==> config.mk <==
export PLATFORM = sky130hd
export DESIGN_NAME = ic74148_irq_encoder
export DESIGN_NICKNAME = d
export VERILOG_FILES = /design/src/rtl/ic74148_pkg.sv /design/src/rtl/ic74148_prio_enc.sv /design/src/rtl/ic74148_irq_encoder.sv
export SDC_FILE = /design/constraint.sdc
export NUM_CORES = 1
export LEC_CHECK = 0
export CORE_UTILIZATION = 56
export CTS_CLUSTER_DIAMETER = 60
export CTS_CLUSTER_SIZE = 20
export DETAILED_ROUTE_END_ITERATION = 16
export DONT_BUFFER_PORTS = 1
export PLACE_DENSITY = 0.72
export SYNTH_ARGS = -nofsm -noshare
export SYNTH_HDL_FRONTEND = slang
export SYNTH_HIERARCHICAL = 1
export SYNTH_SLANG_ARGS = --single-unit
==> constraint.sdc <==
create_clock -name clk_i -period 4.45 [get_ports clk_i]
set_input_delay 0.445 -clock clk_i [delete_from_list [all_inputs] [get_ports clk_i]]
set_output_delay 0.445 -clock clk_i [all_outputs]
set_load 0.01 [all_outputs]
==> src/rtl/ic74148_pkg.sv <==
// Shared sizing and FSM state type for the 8-line registered interrupt priority encoder.
package ic74148_pkg;

  localparam int N_LINES = 8;
  localparam int CODE_W  = $clog2(N_LINES);

  typedef enum logic [1:0] {
    IDLE    = 2'd0,
    PRESENT = 2'd1,
    HOLDOFF = 2'd2
  } state_e;

endpackage

==> src/rtl/ic74148_prio_enc.sv <==
// Purpose: combinational N-to-log2(N) priority encoder, highest index wins.
// Latency: zero cycles, purely combinational.
// Backpressure: none; output follows elig directly.
module ic74148_prio_enc
  import ic74148_pkg::*;
(
  input  logic [N_LINES-1:0] elig,
  output logic [CODE_W-1:0]  code,
  output logic               any
);

  // Ascending scan: a later (higher) set index overwrites any lower one.
  always_comb begin
    code = '0;
    any  = 1'b0;
    for (int k = 0; k < N_LINES; k++) begin
      if (elig[k]) begin
        code = CODE_W'(k);
        any  = 1'b1;
      end
    end
  end

endmodule

==> src/rtl/ic74148_irq_encoder.sv <==
// Purpose: latch falling-edge requests and present the highest-priority unmasked one as a code.
// Latency: request sampled low at edge N is pending at N; valid_o rises after edge N+1 from IDLE.
// Backpressure: code held stable until ack_i, then one HOLDOFF cycle before the next presentation.
module ic74148_irq_encoder
  import ic74148_pkg::*;
(
  input  logic               clk_i,
  input  logic               rst_i,
  input  logic               ei_n_i,
  input  logic [N_LINES-1:0] req_n_i,
  input  logic [N_LINES-1:0] mask_i,
  input  logic               ack_i,
  output logic [CODE_W-1:0]  code_o,
  output logic               valid_o,
  output logic               gs_n_o,
  output logic               eo_n_o
);

  state_e              state_q, state_d;
  logic [N_LINES-1:0]  pending_q, pending_d;
  logic [N_LINES-1:0]  req_prev_q;
  logic [N_LINES-1:0]  rise, elig, clr;
  logic [CODE_W-1:0]   pick, code_d;
  logic                any_elig, valid_d;

  assign rise = req_prev_q & ~req_n_i;
  assign elig = pending_q & ~mask_i;

  ic74148_prio_enc u_prio_enc (
    .elig (elig),
    .code (pick),
    .any  (any_elig)
  );

  always_comb begin
    state_d = state_q;
    code_d  = code_o;
    valid_d = valid_o;
    clr     = '0;
    case (state_q)
      IDLE: begin
        if (!ei_n_i && any_elig) begin
          code_d  = pick;
          valid_d = 1'b1;
          state_d = PRESENT;
        end
      end
      PRESENT: begin
        if (ack_i) begin
          clr[code_o] = 1'b1;
          valid_d     = 1'b0;
          state_d     = HOLDOFF;
        end
      end
      HOLDOFF: state_d = IDLE;
      default: begin
        valid_d = 1'b0;
        state_d = IDLE;
      end
    endcase
  end

  // Set after clear: a fresh edge on the line being acked keeps it pending.
  assign pending_d = (pending_q & ~clr) | rise;

  always_ff @(posedge clk_i or posedge rst_i) begin
    if (rst_i) begin
      state_q    <= IDLE;
      pending_q  <= '0;
      req_prev_q <= '1;
      code_o     <= '0;
      valid_o    <= 1'b0;
      gs_n_o     <= 1'b1;
      eo_n_o     <= 1'b1;
    end else begin
      state_q    <= state_d;
      pending_q  <= pending_d;
      req_prev_q <= req_n_i;
      code_o     <= code_d;
      valid_o    <= valid_d;
      gs_n_o     <= ei_n_i | ~any_elig;
      eo_n_o     <= ei_n_i | any_elig;
    end
  end

endmodule

==> flow_metrics.tcl, run 1 <==
set metrics [dict create \
    avgViaCountPerCell 5.745 \
    worst_slew_pin_slew_ns 0.8766 \
    synth.distinct_cells 21 \
    synth-compound-area-share_pct 13.27 \
    finClkSkew_ns 0.009265 \
    first_global_vias 634 \
    cts.sinks 24 \
    die_area_mm2 0.001940 \
    cp-start-kind "flip-flop" \
    clk_latency_ns 0.30 \
    critPathBufInv 0 \
    syn_area_per_cell_um2 11.51 \
    routed_wl_mm 1.589 \
    nFillCells 120 \
    pre_cts_slack_ns 2.774 \
    yosysTopAreaCell "dfrtp_1" \
    powerDensity_mw_per_mm2 459.1 \
    period_minus_slack_ns 1.601 \
    relSlewSlack_pct 41.50 \
    io_buffers 0 \
    hold_class "in -> reg" \
    status "completed" \
    maxSlewViolCount 0 \
    worstPathCellList "nor2b_1 > nor2_1 > nand4_1 > nand2b_4 > nor3_4 > mux2_1" \
    cts_resized 0 \
    place_congestion 0.7312 \
    vias 609 \
    core_area_mm2 0.001577 \
    cp_slowest_cell "mux2_1" \
    post-route-period-util_pct 35.98 \
    critical-path-top-delay-family "simple AND/OR/NAND/NOR gates" \
    placed_cells 102 \
    max_stage_delay_ns 0.36 \
    fmax_mhz 624.6 \
    yosys_register_bits 24 \
    grt_max_degree 25 \
    fin_cells 106 \
    synth_top_family_by_area "simple AND/OR/NAND/NOR gates" \
    wl_per_cell_um 14.99 \
    fin_tns_setup_ns 0 \
    clock_path_buffers 2 \
    worstPathRequired_ns 4.63 \
    ioPinCount 26 \
    area_growth_pct 4.677 \
    drc_errors 0 \
    critPathCaptureType "flip-flop" \
    chipHeight_um 44.04 \
    synth-xor-area-share_pct 0 \
    hold_buffers 0 \
    syn_area_um2 989.7 \
    wl_met3_um 95 \
    ys_top_cells_by_area "dfrtp_1 35%, dfstp_2 27%, o21ai_0 6.6%, nor2b_1 5.1%, inv_1 3.8%" \
    first_iter_violations 9 \
    yosysSeqAreaShare_pct 61.95 \
    grt_pass1_wl_mm 2.601 \
    criticalPathCategory "reg -> reg" \
    numCtsBuffers 3 \
    seqCellArea_um2 613.1 \
    clk_root_buffer_cell "clkbuf_4" \
    grt_setup_unrepaired "false" \
    drive_gt1_share_pct 21.11 \
    num_antenna_cells 0 \
    multi_input_area_um2 335.3 \
    arrival_ns 1.78 \
    finalSetupViolations 0 \
    wl_met1_um 695 \
    dpl.hpwl_mm 1.172 \
    antenna_found_initial 0 \
    highest_layer "met4" \
    ys_warn_count 6 \
    synthAdderAreaFrac_pct 0 \
    rows 14 \
    cts.clk_slew.worst_paths_ns 0.12 \
    worst-path-max-fanout 5 \
    hold_ws_ns 0.1228 \
    initial_utilization_pct 62.78 \
    die_x_um 44.04 \
    max_cap_viol_count 0 \
    htree_levels 1 \
    overflow 0 \
    first_pass_iters 4 \
    power_mw 0.4756 \
    nets 111 \
    synthMuxAreaShare_pct 3.413 \
    ir_drop_mv 0.2958 \
    syn_nets 106 \
    drtAntennaViolNets 0 \
    syn_inst 86 \
    netlist.area_leader.share_pct 35.40 \
    hold_violations 0 \
    wl_met2_um 791 \
    cts_setup_buffers 0 \
    worst_slack_ns 2.849 \
    cts_tree "yes" \
    synthSimpleGateAreaFrac_pct 17.19 \
    p_leak_nw 0.4265 \
    grt_usage_pct 18.43 \
]
[synthesized netlist by cell type]
| cell type | number |
|---|---|
| nand4bb_2 | 1 |
| nand2b_4 | 1 |
| nand4b_2 | 1 |
| inv_1 | 10 |
| mux2_1 | 3 |
| o31ai_1 | 4 |
| dfstp_2 | 10 |
| nor3_4 | 1 |
| nand2_1 | 3 |
| or2_2 | 1 |
| nand2b_1 | 2 |
| o21ai_0 | 13 |
| nor2b_1 | 8 |
| a21oi_1 | 2 |
| o21ai_1 | 2 |
| dfrtp_1 | 14 |
| nor2_1 | 6 |
| a21o_1 | 1 |
| a21o_2 | 1 |
| clkinv_1 | 1 |
| nand4_1 | 1 |
[metal layers]
layer  global-route usage (%)  up-vias
li1                         -      296
met1                    23.06      294
met2                    30.88       17
met3                    4.490        2
met4                    7.273        0
met5                        0        -
[worst paths after layout]
check,from,end,slack (ns),depth (start not counted)
worst max-delay path,pending_q[5],code_o[2],2.85,6
min in group asynchronous,rst_i,pending_q[5],0.20,1
max in group asynchronous,rst_i,pending_q[2],3.71,1
worst min-delay path,req_n_i[7],req_prev_q[7],0.12,0
worst min register to register,req_prev_q[6],pending_q[6],0.50,2
worst max register to register,pending_q[5],code_o[2],2.85,6
[through the flow]
step                      area (µm²)  utilization (%)
after floorplan                989.7                -
final                           1036            65.71
after detailed placement        1010            64.05
after global routing            1036            65.71
after global placement          1010            64.05
after CTS                       1036            65.71
[flip-flops by register name (all words and copies together), names as in the netlist]
| register | count |
|---|---|
| pending_q | 8 |
| valid_o | 1 |
| state_q | 2 |
| code_o | 3 |
| gs_n_o | 1 |
| eo_n_o | 1 |
| req_prev_q | 8 |
[logic make-up (layout without fill, tap and decap cells)]
logic type             Yosys count  in the layout
multiplexers                     3              3
AO/OA/AOI/OAI                   23             23
buffers and inverters           11             15
flip-flops                      24             24
AND/OR/NAND/NOR                 25             25
[layout make-up]
type                    count  share of cell area [%]
clock buffers               4                   2.536
well taps                  16                   1.932
inverters                  11                   3.986
multi-input cells          51                   32.37
flip-flops and latches     24                   59.18
[placed cells by master (no fill, tap or decap), drive strengths merged]
| cell type | netlist | final |
|---|---|---|
| nand4bb | 1 | 1 |
| clkbuf | 0 | 4 |
| nor2 | 6 | 6 |
| nor2b | 8 | 8 |
| clkinv | 1 | 1 |
| dfstp | 10 | 10 |
| o21ai | 15 | 15 |
| a21o | 2 | 2 |
| nand2 | 3 | 3 |
| dfrtp | 14 | 14 |
| mux2 | 3 | 3 |
| inv | 10 | 10 |
| nand2b | 3 | 3 |
| nor3 | 1 | 1 |
| or2 | 1 | 1 |
| nand4b | 1 | 1 |
| o31ai | 4 | 4 |
| a21oi | 2 | 2 |
| nand4 | 1 | 1 |
[power breakdown]
group	internal [mW]	switching, mW
Sequential	0.257	0.0424
Clock	0.0349	0.0565
Combinational	0.0421	0.0426
Total	0.334	0.142
Note: power is estimated with default switching activity, not from simulation.
==> run 2: changes to the inputs <==
--- a/config.mk
+++ b/config.mk
@@ -5,7 +5,7 @@
 export SDC_FILE = /design/constraint.sdc
 export NUM_CORES = 1
 export LEC_CHECK = 0
-export CORE_UTILIZATION = 56
+export CORE_UTILIZATION = 53
 export CTS_CLUSTER_DIAMETER = 60
 export CTS_CLUSTER_SIZE = 20
 export DETAILED_ROUTE_END_ITERATION = 16
==> constraint.sdc (replaced) <==
create_clock -name clk_i -period 1.4 [get_ports clk_i]
set_input_delay 0.14 -clock clk_i [delete_from_list [all_inputs] [get_ports clk_i]]
set_output_delay 0.14 -clock clk_i [all_outputs]
set_load 0.01 [all_outputs]
==> run 2 against run 1 <==
Effect of this change: the flow now finishes with violations (setup timing); non-clock buffer count is 26 higher; combinational power grew to 5.9 times the previous value; critical path depth stayed put; setup slack worse by 3.0 ns; first-iteration DRC count is 22% higher; final area is 31% higher; clock skew is 0.0082 ns lower; die area is 5.4% higher; global-route usage is 5.9 points higher; register-to-register slack worse by 3.0 ns; clock power grew to 3.9 times the previous value.
==> flow_metrics.tcl, run 2 (same netlist as run 1, synthesis figures left out) <==
set metrics [dict create \
    status "complete, but fails checks" \
    violations "setup timing" \
    r2r_slack_ns -0.13 \
    fin_tns_setup_ns -0.5283 \
    core_area_mm2 0.001745 \
    period_minus_slack_ns 1.534 \
    ir_drop_mv 1.145 \
    first_global_vias 761 \
    worst_slack_ns -0.1343 \
    wl_met1_um 926 \
    nets 137 \
    timing.rr.end "code_o[2]" \
    area_growth_pct 37.04 \
    layout_common_cells "15 x buf_4, 14 x dfrtp_1, 13 x o21ai_0" \
    num_antenna_cells 0 \
    rows 15 \
    critPathCaptureType "flip-flop" \
    initial_utilization_pct 56.70 \
    max_cap_viol_count 0 \
    fmax_mhz 651.8 \
    chipHeight_um 45.21 \
    drive_gt1_share_pct 41.38 \
    drtAntennaViolNets 0 \
    drc_errors 0 \
    r2r-start "pending_q[7]" \
    io_buffers 0 \
    worstPathRequired_ns 1.61 \
    vias 750 \
    placed_cells 117 \
    hold_class "in -> reg" \
    die_x_um 45.21 \
    holdCritStartpoint "ack_i" \
    hold_violations 0 \
    grt_max_degree 25 \
    criticalPathCategory "reg -> reg" \
    post-route-period-util_pct 109.6 \
    wl_per_cell_um 16.24 \
    reg2reg_depth 6 \
    grt_setup_unrepaired "true" \
    cts.sinks 24 \
    routed_wl_mm 2.290 \
    wl_met2_mm 1.263 \
    maxSlewViolCount 0 \
    p_leak_nw 0.6312 \
    worst_slew_pin_slew_ns 0.3422 \
    relSlewSlack_pct 77.19 \
    worst-path-max-fanout 4 \
    cp-start-kind "flip-flop" \
    grt_usage_pct 24.34 \
    final_common_cell "buf_4" \
    first_iter_violations 11 \
    final_cell_area_mm2 0.001356 \
    powerDensity_mw_per_mm2 1357 \
    htree_levels 1 \
    first_pass_iters 5 \
    dpl.hpwl_mm 1.261 \
    hold_depth 2 \
    grt_pass1_wl_mm 3.484 \
    ioPinCount 26 \
    fin_util_pct 77.71 \
    reg_top3 "pending_q: 8 flops, req_prev_q: 8 flops, code_o: 3 flops" \
    highest_layer "met4" \
    placedInstanceArea_mm2 0.001074 \
    clk_root_buffer_cell "clkbuf_4" \
    arrival_ns 1.75 \
    cts.clk_slew.worst_paths_ns 0.12 \
    holdPathEnd "state_q[0]" \
    pre_cts_slack_ns -0.1488 \
    wl_met3_um 77 \
    place_congestion 0.7379 \
    finClkSkew_ns 0.001098 \
    numCtsBuffers 3 \
    die_area_mm2 0.002044 \
    overflow 0 \
    antenna_found_initial 0 \
    avgViaCountPerCell 5.319 \
    clock_path_buffers 2 \
    clk_latency_ns 0.31 \
    finalSetupViolations 5 \
    cts_tree "yes" \
    fin_cells 141 \
]
[run 2: changes by cell type in the layout (fill, tap and decap cells not counted)]
cell           change
mux2_1             -3
nor2b_4            +7
dlygate4sd3_1     +11
nor2_2             +2
clkbuf_1           -1
nor2_4             +1
mux2_4             +3
clkbuf_8           +1
buf_4             +15
nor2_1             -3
nor2b_1            -7
[run 2: power breakdown]
part	total, mW	switching, mW	internal (mW)
Sequential	0.976	0.159	0.817
Combinational	0.504	0.202	0.302
Clock	0.361	0.202	0.159
Total	1.84	0.563	1.28
[run 2: what timing repair did]
item	CTS	global route
hold endpoints to repair	39	0
setup buffers	6	3
pin swaps	5	2
hold buffers	11	0
endpoints found under the setup margin	4	5
gates resized for setup	18	0
[run 2: worst max-delay path by stage]
stage / from / end / slack (ns) / depth (start not counted)
global placement: pending_q[1] / code_o[2] / -0.1 / 6
finish: pending_q[7] / code_o[2] / -0.13 / 6
CTS: pending_q[1] / code_o[0] / -0.14 / 6
global route: pending_q[5] / code_o[0] / -0.19 / 6
detailed placement: pending_q[2] / code_o[0] / -0.15 / 6
floorplan: pending_q[6] / code_o[0] / 0.0006 / 6
[run 2: layout make-up]
type | count | area [µm²]
Clock buffer | 4 | 36.28
Tap cell | 25 | 31.28
Fill cell | 114 | 389.1
Timing Repair Buffer | 26 | 222.7
Multi-Input combinational cell | 51 | 411.6
Sequential cell | 24 | 613.1
Inverter | 11 | 41.29
[run 2: critical path, stage by stage (launching register included)]
cell,delay (ns)
dfrtp_1,0.38
nor2b_4,0.18
nor2_4,0.05
nand4_1,0.16
nand2b_4,0.08
nor3_4,0.25
mux2_4,0.33
[run 2: layer usage]
layer	up-vias	global-route usage [%]
li1	347	-
met1	376	30.67
met2	25	43.77
met3	2	2.400
met4	0	7.273
met5	-	0
[run 2: through the flow]
step | hold WS (ns) | power (mW)
2_1_floorplan | 0.1445 | 1.167
3_3_place_gp | 0.08701 | 1.266
3_5_place_dp | 0.08659 | 1.281
4_1_cts | 0.05042 | 1.789
5_1_grt | 0.05756 | 1.919
6_report | 0.04458 | 1.841
